`src/rtl/router_pkg.sv`:
```
// Shared router definitions: injector FSM states and default flit/starvation parameters.
package router_pkg;

  typedef enum logic [1:0] {
    EMPTY   = 2'd0,
    HOLD    = 2'd1,
    STARVED = 2'd2
  } inj_state_t;

  localparam int DEF_DATA_WIDTH   = 8;
  localparam int DEF_STARVE_LIMIT = 4;

endpackage

```
`src/rtl/sat_counter.sv`:
```
// Saturating up-counter with synchronous clear; clear wins over increment.
// Latency 1 (registered count); no backpressure, holds at MAX until cleared.
module sat_counter #(
  parameter  int MAX = 4,
  localparam int W   = $clog2(MAX + 1)
) (
  input  logic         clk,
  input  logic         n_rst,
  input  logic         i_clr,
  input  logic         i_inc,
  output logic [W-1:0] o_cnt
);

  localparam logic [W-1:0] MAX_V = W'(MAX);

  logic [W-1:0] r_cnt;

  always_ff @(posedge clk or negedge n_rst) begin
    if (!n_rst) begin
      r_cnt <= '0;
    end else if (i_clr) begin
      r_cnt <= '0;
    end else if (i_inc && (r_cnt != MAX_V)) begin
      r_cnt <= r_cnt + 1'b1;
    end
  end

  assign o_cnt = r_cnt;

endmodule

```
`src/rtl/flit_injector.sv`:
```
// Pops flits from an upstream FIFO into a one-entry hold register and offers them to the router.
// Latency 1 from pop to offer; a blocked flit is held in place and flags starve after STARVE_LIMIT cycles.
module flit_injector
  import router_pkg::*;
#(
  parameter int DATA_WIDTH   = DEF_DATA_WIDTH,
  parameter int STARVE_LIMIT = DEF_STARVE_LIMIT
) (
  input  logic                  clk,
  input  logic                  n_rst,
  input  logic                  fifo_empty,
  input  logic [DATA_WIDTH-1:0] fifo_dout,
  output logic                  fifo_rd_en,
  input  logic                  inj_en,
  input  logic                  slot_free,
  output logic                  inj_valid,
  output logic [DATA_WIDTH-1:0] inj_flit,
  output logic                  starve,
  output logic [15:0]           inj_count
);

  localparam int           CW      = $clog2(STARVE_LIMIT + 1);
  localparam logic [CW-1:0] LIM_M1 = CW'(STARVE_LIMIT - 1);

  inj_state_t            r_state;
  inj_state_t            w_state_nxt;
  logic [DATA_WIDTH-1:0] r_hold;
  logic [DATA_WIDTH-1:0] w_hold_nxt;
  logic                  r_starve;
  logic [15:0]           r_inj_count;
  logic [CW-1:0]         w_blk_cnt;
  logic                  w_holding;
  logic                  w_inject;
  logic                  w_blocked;
  logic                  w_rd_en;
  logic                  w_hits_limit;

  assign w_holding    = (r_state != EMPTY);
  assign w_inject     = w_holding & slot_free;
  assign w_blocked    = w_holding & ~slot_free;
  // Gated by reset so a non-empty FIFO is never popped while the injector is held in reset.
  assign w_rd_en      = n_rst & ~fifo_empty & inj_en & (~w_holding | slot_free);
  assign w_hits_limit = (w_blk_cnt >= LIM_M1);

  sat_counter #(
    .MAX (STARVE_LIMIT)
  ) u_blk_cnt (
    .clk   (clk),
    .n_rst (n_rst),
    .i_clr (~w_blocked),
    .i_inc (w_blocked),
    .o_cnt (w_blk_cnt)
  );

  always_comb begin
    w_state_nxt = r_state;
    w_hold_nxt  = r_hold;
    case (r_state)
      EMPTY: begin
        if (w_rd_en) begin
          w_state_nxt = HOLD;
          w_hold_nxt  = fifo_dout;
        end
      end
      HOLD, STARVED: begin
        if (slot_free) begin
          if (w_rd_en) begin
            w_state_nxt = HOLD;
            w_hold_nxt  = fifo_dout;
          end else begin
            w_state_nxt = EMPTY;
            w_hold_nxt  = '0;
          end
        end else if (w_hits_limit) begin
          w_state_nxt = STARVED;
        end
      end
      default: begin
        w_state_nxt = EMPTY;
        w_hold_nxt  = '0;
      end
    endcase
  end

  always_ff @(posedge clk or negedge n_rst) begin
    if (!n_rst) begin
      r_state     <= EMPTY;
      r_hold      <= '0;
      r_starve    <= 1'b0;
      r_inj_count <= '0;
    end else begin
      r_state  <= w_state_nxt;
      r_hold   <= w_hold_nxt;
      r_starve <= (w_state_nxt == STARVED);
      if (w_inject) begin
        r_inj_count <= r_inj_count + 16'd1;
      end
    end
  end

  assign fifo_rd_en = w_rd_en;
  assign inj_valid  = w_holding;
  assign inj_flit   = w_holding ? r_hold : '0;
  assign starve     = r_starve;
  assign inj_count  = r_inj_count;

endmodule

```
`config.mk`:
```
export PLATFORM = sky130hd
export DESIGN_NAME = flit_injector
export DESIGN_NICKNAME = d
export VERILOG_FILES = /design/src/rtl/router_pkg.sv /design/src/rtl/sat_counter.sv /design/src/rtl/flit_injector.sv
export SDC_FILE = /design/constraint.sdc
export NUM_CORES = 1
export LEC_CHECK = 0
export CORE_UTILIZATION = 51
export DETAILED_ROUTE_END_ITERATION = 8
export GPL_ROUTABILITY_DRIVEN = 0
export HOLD_SLACK_MARGIN = 0.02
export PLACE_DENSITY_LB_ADDON = 0.25
export REMOVE_ABC_BUFFERS = 1
export SYNTH_ARGS = -nofsm -noshare
export SYNTH_HDL_FRONTEND = slang
export SYNTH_SLANG_ARGS = --single-unit
```
`constraint.sdc`:
```
create_clock -name clk -period 4.9 [get_ports clk]
set_input_delay 0.735 -clock clk [delete_from_list [all_inputs] [get_ports clk]]
set_output_delay 0.735 -clock clk [all_outputs]
set_load 0.02 [all_outputs]
```
* Word-level counts from Yosys, hierarchy flattened
Index checks and enable logic that the tools add are counted.
W data, S select, Z words.
** Storage, ports and cells
- Output and inout port bits :: 27
- Word-level logic and storage cells :: 41
- Register bits after elaboration :: 30
- Input port bits :: 13
** Operators by class
- Reductions and logical operators :: 5
- Eq/ne operators :: 7
- Magnitude comparators :: 1
- Mux-type cells :: 12
- Bitwise logic cells :: 9
- Add/sub/neg operators :: 2
** Operators by type and width (number)
- $mux W8 :: 4
- $add A16 B1 Y16 const B :: 1
- $pmux W8 S2 :: 1
- $mux W2 :: 3
- $mux W3 :: 2
- $ne A2 B2 Y1 const B :: 3
- $and A1 B1 Y1 :: 5
- $eq A2 B2 Y1 const B :: 2
- $pmux W2 S2 :: 1
- $add A3 B1 Y3 const B :: 1
- $ge A3 B2 Y1 const B :: 1
- $ne A3 B3 Y1 const B :: 1
- $not A1 Y1 :: 3
- $eq A2 B1 Y1 const B :: 1
- $logic_not A2 Y1 :: 1
- $reduce_and A2 Y1 :: 1
- $reduce_bool A2 Y1 :: 1
- $reduce_or A2 Y1 :: 1
- $logic_and A1 B1 Y1 :: 1
- $mux W1 :: 1
- $or A1 B1 Y1 :: 1

* Depth between registers and ports, before layout
Gate-level depths: netlist of the first run.
- Word-level depth :: 8
- Depth in mapped cells :: 8
- Gate-level depth less buffers :: 6

* Modules after synthesis
From an unflattened synthesis of the first run, not the netlist that was laid out.
** Unflattened totals
- Cells, all modules :: 125
- Area total of the unflattened synthesis :: 1461.4 um^2
** Modules (own cells, without submodules)
- flit_injector :: area an instance 1262.5 um^2, cells an instance 108, sequential area each 675.6 um^2, times used 1
- sat_counter :: area an instance 198.9 um^2, cells an instance 17, sequential area each 75.1 um^2, times used 1

* Worst setup path after synthesis of the first run
OpenSTA, ideal clock, no wires.
- Path kind :: in2out
- Start :: in slot_free
- End :: out fifo_rd_en
- Arrival :: 1242 ps
- Stages on the path :: 3
- Data required time :: 4165 ps
- Slack :: 2923 ps
- Path through :: buf_2 -> o21bai_1 -> inv_1
** On the way
- Cells in the longest elaborated chain, start to end :: 2
** RTL lines
- from (decl) :: RTL line flit_injector.sv:15 : input logic slot_free,
- $or A1 B1 Y1 :: RTL line flit_injector.sv:42 : assign w_rd_en = n_rst & ~fifo_empty & inj_en & (~w_holding | slot_free);
- $and A1 B1 Y1 :: RTL line flit_injector.sv:42
- to (decl) :: RTL line flit_injector.sv:13 : output logic fifo_rd_en,
Every way passes these cells.

* Worst setup path in the final report of the first run
- Start :: in n_rst
- End :: out fifo_rd_en
** On the way
- Cells in the longest elaborated chain, start to end :: 3
** RTL lines
- from (decl) :: RTL line flit_injector.sv:10 : input logic n_rst,
- $and A1 B1 Y1 (3 in a row) :: RTL line flit_injector.sv:42
Every way passes these cells.

==> run summary, run 1 <==
most frequent CP cell: clkdlybuf4s50_1
Post-Synthesis Cells: 127
Inserted Clock Buffers: 5
RSZ-0062 raised after global routing: no
max_cap viols: 0
Top delay family on crit path: buffers and inverters
slowest stage delay, CP: 0.60 ns
Initial DRC Count: 7
Final setup viols: 0
layout cell share with drive strength beyond 1: 7.647%
synth-to-layout area growth: 33.39%
fill count: 173
Fin. Hold Viols: 0
Ports: 40
WP data required: 4.16 ns
Fmax: 0.2933 GHz
CP Max Fanout: 31
Final Skew: 0.009537 ns
CP Class: input pin to output port
Synth cell types: 33
post-route insts no fill: 200
DP Wirelength: 1.996 mm
CTS tree: built
pwr dens: 414.7 nW/um^2
share of Yosys cell area claimed by the top area cell type: 52.17%
CTS resizes: 0
outcome: finished, final reports clean
htree depth: 2
die area: 3038 sq um
leading post-synthesis cells by cell area: dfrtp_1 52%, xnor2_1 8.5%, ha_1 5.2%
setup TNS after final layout: 0 ns
routed vias: 1084
Yosys top cell by area: dfrtp_1
first-pass GRT wire length: 4.464 mm
Max-slew headroom: 55.75%
hold path start: inj_count[15]
Yosys reg bits: 30
Combinational Power Share: 33.4%
Placed Cells: 192
crit-path cells: clkdlybuf4s50_1 -> buf_4 -> nand3b_1 -> o21bai_1 -> inv_1 -> clkdlybuf4s50_1
Post-layout nets: 188
Tmin final: 3.410 ns
final WL: 2.767 mm
post-synthesis sequential area ratio: 52.17%
clock latency at the later pin of the worst-skew pair: 0.32 ns
Setup crit start kind: input pin
Die Height: 55.12 microns
Overall Global Routing Usage: 21.51%
Longest Clk Path Bufs: 2
Worst Setup SP: n_rst
Slew Limit Fails: 0
CTS Root Cell: clkbuf_4
Buffers & Inverters on Critical Path: 4
postcts setup bufs: 0
clk sinks: 30
critical path capture point type: output port
Max rail drop VDD: 0.3810 mV
Worst Max-Slew Pin Slew: 0.6637 ns
ANT cells: 0
antenna violations before repair: 0
grt total ovfl: 0
Synthesis Warnings: 0
Post-Syn Area: 1439 sq um
chip width: 55.12 microns
Switching Share: 33.29%
Tcrit/Tclk final: 69.59%
Critical R2R Launch: r_state[0]
worst hold path class: flop to flop
1st-pass router iterations: 4
Arr. time, crit path: 2.67 ns
Initial Util: 56.04%
clock-pin slew on the worst setup and hold paths: 0.10 ns
# hold bufs at CTS: 0
vias in the first global route: 1052
Pleak: 0.8589 nW
row count: 18
Mean Syn Cell Area: 11.33 sq um
vias per std cell: 5.420
WL per Instance: 13.84 microns
Flop pwr share: 42.3%
Clk pwr share: 24.2%
largest net degree at the start of global routing: 32
IO Port Bufs: 39
switching pwr: 0.2649 mW
Critical-path top delay cell: clkdlybuf4s50_1
CORE AREA: 2567 sq um
fin util: 74.76%
Pint: 0.5310 mW
drt drc: 0
post-route ant nets: 0
## worst paths after layout
check	slack, ns	depth (start not counted)	end
hold reg to reg	0.48	1	inj_count[15]
min in group asynchronous	0.80	2	inj_count[2]
setup / recovery	1.49	6	fifo_rd_en
setup reg to reg	2.83	5	r_hold[4]
max in group asynchronous	3.82	2	r_hold[7]
hold / removal	0.48	1	inj_count[15]
## final cells by class
| type | instances | area (sq um) | share of cell area (%) |
|---|---|---|---|
| clock buffers | 5 | 37.54 | 1.956 |
| repair buffers | 40 | 397.9 | 20.73 |
| flip-flops and latches | 30 | 750.7 | 39.11 |
| well taps | 30 | 37.54 | 1.956 |
| multi-input cells | 85 | 629.4 | 32.79 |
| inverters | 7 | 26.28 | 1.369 |
| clock inverters | 3 | 40.04 | 2.086 |
## flip-flops by register name, summed over array words and instances (netlist names)
register / flops
r_state: 2
u_blk_cnt.o_cnt: 3
r_hold: 8
starve: 1
inj_count: 16
## power groups by stage
stage / clock network (mW) / logic, mW / registers (mW)
CTS: 0.198 / 0.269 / 0.337
global route: 0.206 / 0.288 / 0.344
global placement: 0 / 0.257 / 0.338
finish: 0.193 / 0.266 / 0.337
floorplan: 0 / 0.132 / 0.358
detailed placement: 0 / 0.269 / 0.342
## cell families (layout without fill, tap and decap cells)
kind of cell               count (synthesis)  after routing  synth area share [%]
buffers and inverters                     12             55                 4.087
AOI/OAI and AO/OA                         16             16                 8.609
adders and majority gates                  6              6                 5.217
and+or+nand+nor                           44             44                 18.00
muxes                                      3              3                 2.174
DFF                                       30             30                 52.17
xor gates and xnor gates                  16             16                 9.740
## cells in the final DEF (no fill, tap or decap), types with 3 or more instances in the layout
master	count
clkbuf_4	5
inv_1	7
a22o_1	8
ha_1	6
nor3_1	3
nor2b_1	10
nand2_1	9
dfrtp_1	30
nand3_1	7
clkdlybuf4s50_1	39
xnor2_1	14
## stage by stage
step / power [mW] / setup slack (ns) / hold slack [ns] / instance area, sq um
after floorplan: 0.4907 / 2.918 / 0.4394 / 1406
after global placement: 0.5949 / 1.532 / 0.4623 / 1842
after detailed placement: 0.6112 / 1.509 / 0.4648 / 1842
after CTS: 0.8038 / 1.481 / 0.4804 / 1919
after global routing: 0.8387 / 1.382 / 0.5033 / 1919
final: 0.7959 / 1.490 / 0.4763 / 1919
## synth_stat cells
| master | instances |
|---|---|
| mux2_2 | 1 |
| buf_4 | 1 |
| o21ai_0 | 1 |
| a22o_1 | 8 |
| ha_1 | 6 |
| xnor2_1 | 14 |
| o21bai_1 | 1 |
| nor3_1 | 3 |
| a21o_1 | 1 |
| and3b_1 | 1 |
| and2_1 | 1 |
| buf_2 | 2 |
| dfrtp_1 | 30 |
| nand3b_1 | 1 |
| nor2b_1 | 10 |
| a211oi_1 | 2 |
| and3b_2 | 1 |
| and4_1 | 1 |
| and3_1 | 2 |
| nand3_1 | 7 |
| nor2_1 | 2 |
| a21oi_1 | 2 |
| xor2_1 | 2 |
| nand4_1 | 2 |
| inv_1 | 7 |
| nand2b_1 | 2 |
| nor3_2 | 1 |
| nor3_4 | 1 |
| nand2_1 | 9 |
| o22a_1 | 1 |
| clkbuf_1 | 1 |
| buf_6 | 1 |
| mux2i_1 | 2 |
## layer usage
metal,up-vias,part of all wire [%],GRT usage [%]
met5,-,0,0
met2,26,53,37.75
met1,541,43,24.08
met3,2,4.2,7.923
li1,515,-,-
met4,0,0.51,6.667
(Power assumes the default switching activity.)
==> inputs of run 2 (changes only) <==
--- a/config.mk
+++ b/config.mk
@@ -5,7 +5,7 @@
 export SDC_FILE = /design/constraint.sdc
 export NUM_CORES = 1
 export LEC_CHECK = 0
-export CORE_UTILIZATION = 51
+export CORE_UTILIZATION = 47
 export DETAILED_ROUTE_END_ITERATION = 8
 export GPL_ROUTABILITY_DRIVEN = 0
 export HOLD_SLACK_MARGIN = 0.02
==> constraint.sdc (replaced) <==
create_clock -name clk -period 3.57 [get_ports clk]
set_input_delay 0.5355 -clock clk [delete_from_list [all_inputs] [get_ports clk]]
set_output_delay 0.5355 -clock clk [all_outputs]
set_load 0.02 [all_outputs]
==> run summary, run 2 (synthesis results as in run 1) <==
most frequent CP cell: inv_1
max reg flops: 16 (unchanged)
synth-to-layout area growth: 32.26%
drt drc: 2 (+2)
chip width: 57.33 microns (+4.0%)
# hold bufs at CTS: 0 (unchanged)
Ports: 40 (unchanged)
Arr. time, crit path: 2.28 ns (-0.39 ns)
placement-stage cell area: 1843 sq um (about the same)
first-pass GRT wire length: 4.767 mm (+6.8%)
Final Skew: 0.004634 ns (-0.004903 ns)
Fin. Hold Viols: 0 (unchanged)
pwr dens: 543.9 nW/um^2 (+31%)
CTS Root Cell: clkbuf_4
worst hold path class: flop to flop
post-route ant nets: 0 (unchanged)
antenna violations before repair: 0 (unchanged)
crit-path cells: inv_1 -> ha_1 -> o21bai_1 -> inv_1 -> clkdlybuf4s50_1
1st-pass router iterations: 7 (+3)
max_cap viols: 0 (unchanged)
Longest Clk Path Bufs: 2 (unchanged)
fill count: 225 (+30%)
Worst Max-Slew Pin Slew: 0.6045 ns (-0.05923 ns)
fin util: 67.27% (-7.5 points)
vias per std cell: 5.219 (-3.7%)
Initial Util: 50.86% (-5.2 points)
htree depth: 2 (unchanged)
grt total ovfl: 0 (unchanged)
Post-layout nets: 188 (unchanged)
largest net degree at the start of global routing: 31 (-3.1%)
CORE AREA: 2829 sq um (+10%)
clock latency at the later pin of the worst-skew pair: 0.33 ns (about the same)
row count: 19 (+1)
Setup crit start kind: flop
final WL: 2.804 mm (+1.3%)
WL per Instance: 13.95 microns (+0.83%)
layout cell share with drive strength beyond 1: 7.059% (-0.59 points)
Die Height: 57.33 microns (+4.0%)
critical path capture point type: output port
Max-slew headroom: 59.70% (+3.9 points)
clk sinks: 30 (unchanged)
Inserted Clock Buffers: 5 (unchanged)
commonest non-fill, non-tap cells in the layout: 39 x clkdlybuf4s50_1, 30 x dfrtp_1, 14 x xnor2_1, 10 x nor2b_1, 9 x nand2_1
postcts setup bufs: 0 (unchanged)
outcome: finished with violations
die area: 3287 sq um (+8.2%)
Tcrit/Tclk final: 78.85%
CTS tree: built
CTS resizes: 0 (unchanged)
Max rail drop VDD: 0.3039 mV (-20%)
setup TNS after final layout: 0 ns (unchanged)
Overall Global Routing Usage: 19.62% (-1.9 points)
most common cell after layout, fill and taps aside: clkdlybuf4s50_1
RSZ-0062 raised after global routing: no
CP Max Fanout: 19 (-39%)
Slew Limit Fails: 0 (unchanged)
Pleak: 0.8492 nW (-1.1%)
post-route cell area: 1903 sq um (-0.85%)
DP Wirelength: 2.029 mm (+1.7%)
Critical-path top delay cell: clkdlybuf4s50_1
ANT cells: 0 (unchanged)
slowest stage delay, CP: 0.60 ns (about the same)
Initial DRC Count: 43 (+36)
IO Port Bufs: 39 (unchanged)
Fmax: 0.3552 GHz
CP Class: flop to output port
routed vias: 1049 (-3.2%)
clock-pin slew on the worst setup and hold paths: 0.09 ns (about the same)
WP data required: 3.03 ns (-1.13 ns)
vias in the first global route: 1086 (+3.2%)
Final setup viols: 0 (unchanged)
failing checks: design-rule violations
Tmin final: 2.815 ns
==> run 2: final timing paths <==
check / startpoint / slack (ns) / depth (start not counted) / endpoint
max in group asynchronous: n_rst / 2.59 / 2 / r_state[0]
setup reg to reg: r_state[0] / 1.55 / 5 / r_hold[4]
min in group asynchronous: n_rst / 0.71 / 2 / inj_count[5]
setup / recovery: r_state[0] / 0.76 / 5 / fifo_rd_en
hold reg to reg: inj_count[15] / 0.49 / 1 / inj_count[15]
hold / removal: inj_count[15] / 0.49 / 1 / inj_count[15]
==> run 2: final cells by class <==
cell class	count	area [sq um]	share of cell area, %
clock buffer	7	55.05	2.893
clock inverter	1	5.005	0.2630
inverter	7	26.28	1.381
multi-input combinational	85	629.4	33.07
sequential	30	750.7	39.45
tap	31	38.79	2.038
timing repair buffer	40	397.9	20.91
==> run 2: layer usage <==
layer / vias to the layer above / GRT usage (%) / wire length, microns
met3: 6 / 5.442 / 154
met1: 499 / 22.44 / 1242
li1: 513 / - / -
met2: 31 / 32.94 / 1357
met4: 0 / 11.50 / 50
met5: - / 0 / 0
==> run 2: power by group <==
part           switching, mW  internal, mW
combinational          0.181         0.180
sequential            0.0591         0.403
clock                  0.117        0.0953
total                  0.357         0.678
==> run 2: per-stage QoR <==
stage	cells	worst slack [ns]	power, mW	hold slack (ns)
floorplan	122	1.821	0.6736	0.2399
detailed placement	193	0.9714	0.8320	0.4805
global placement	193	0.9802	0.8166	0.4617
finish	201	0.7551	1.035	0.4902
global route	201	0.6032	1.093	0.5108
CTS	201	0.7560	1.045	0.4978
==> run 2: critical path: cells and delay by family, from the launching register on <==
family,cells,cell delay [ns]
buffers and inverters,3,0.77
AO/OA/AOI/OAI,1,0.23
adder cells (fa/ha/maj),1,0.55
flip-flops,1,0.39
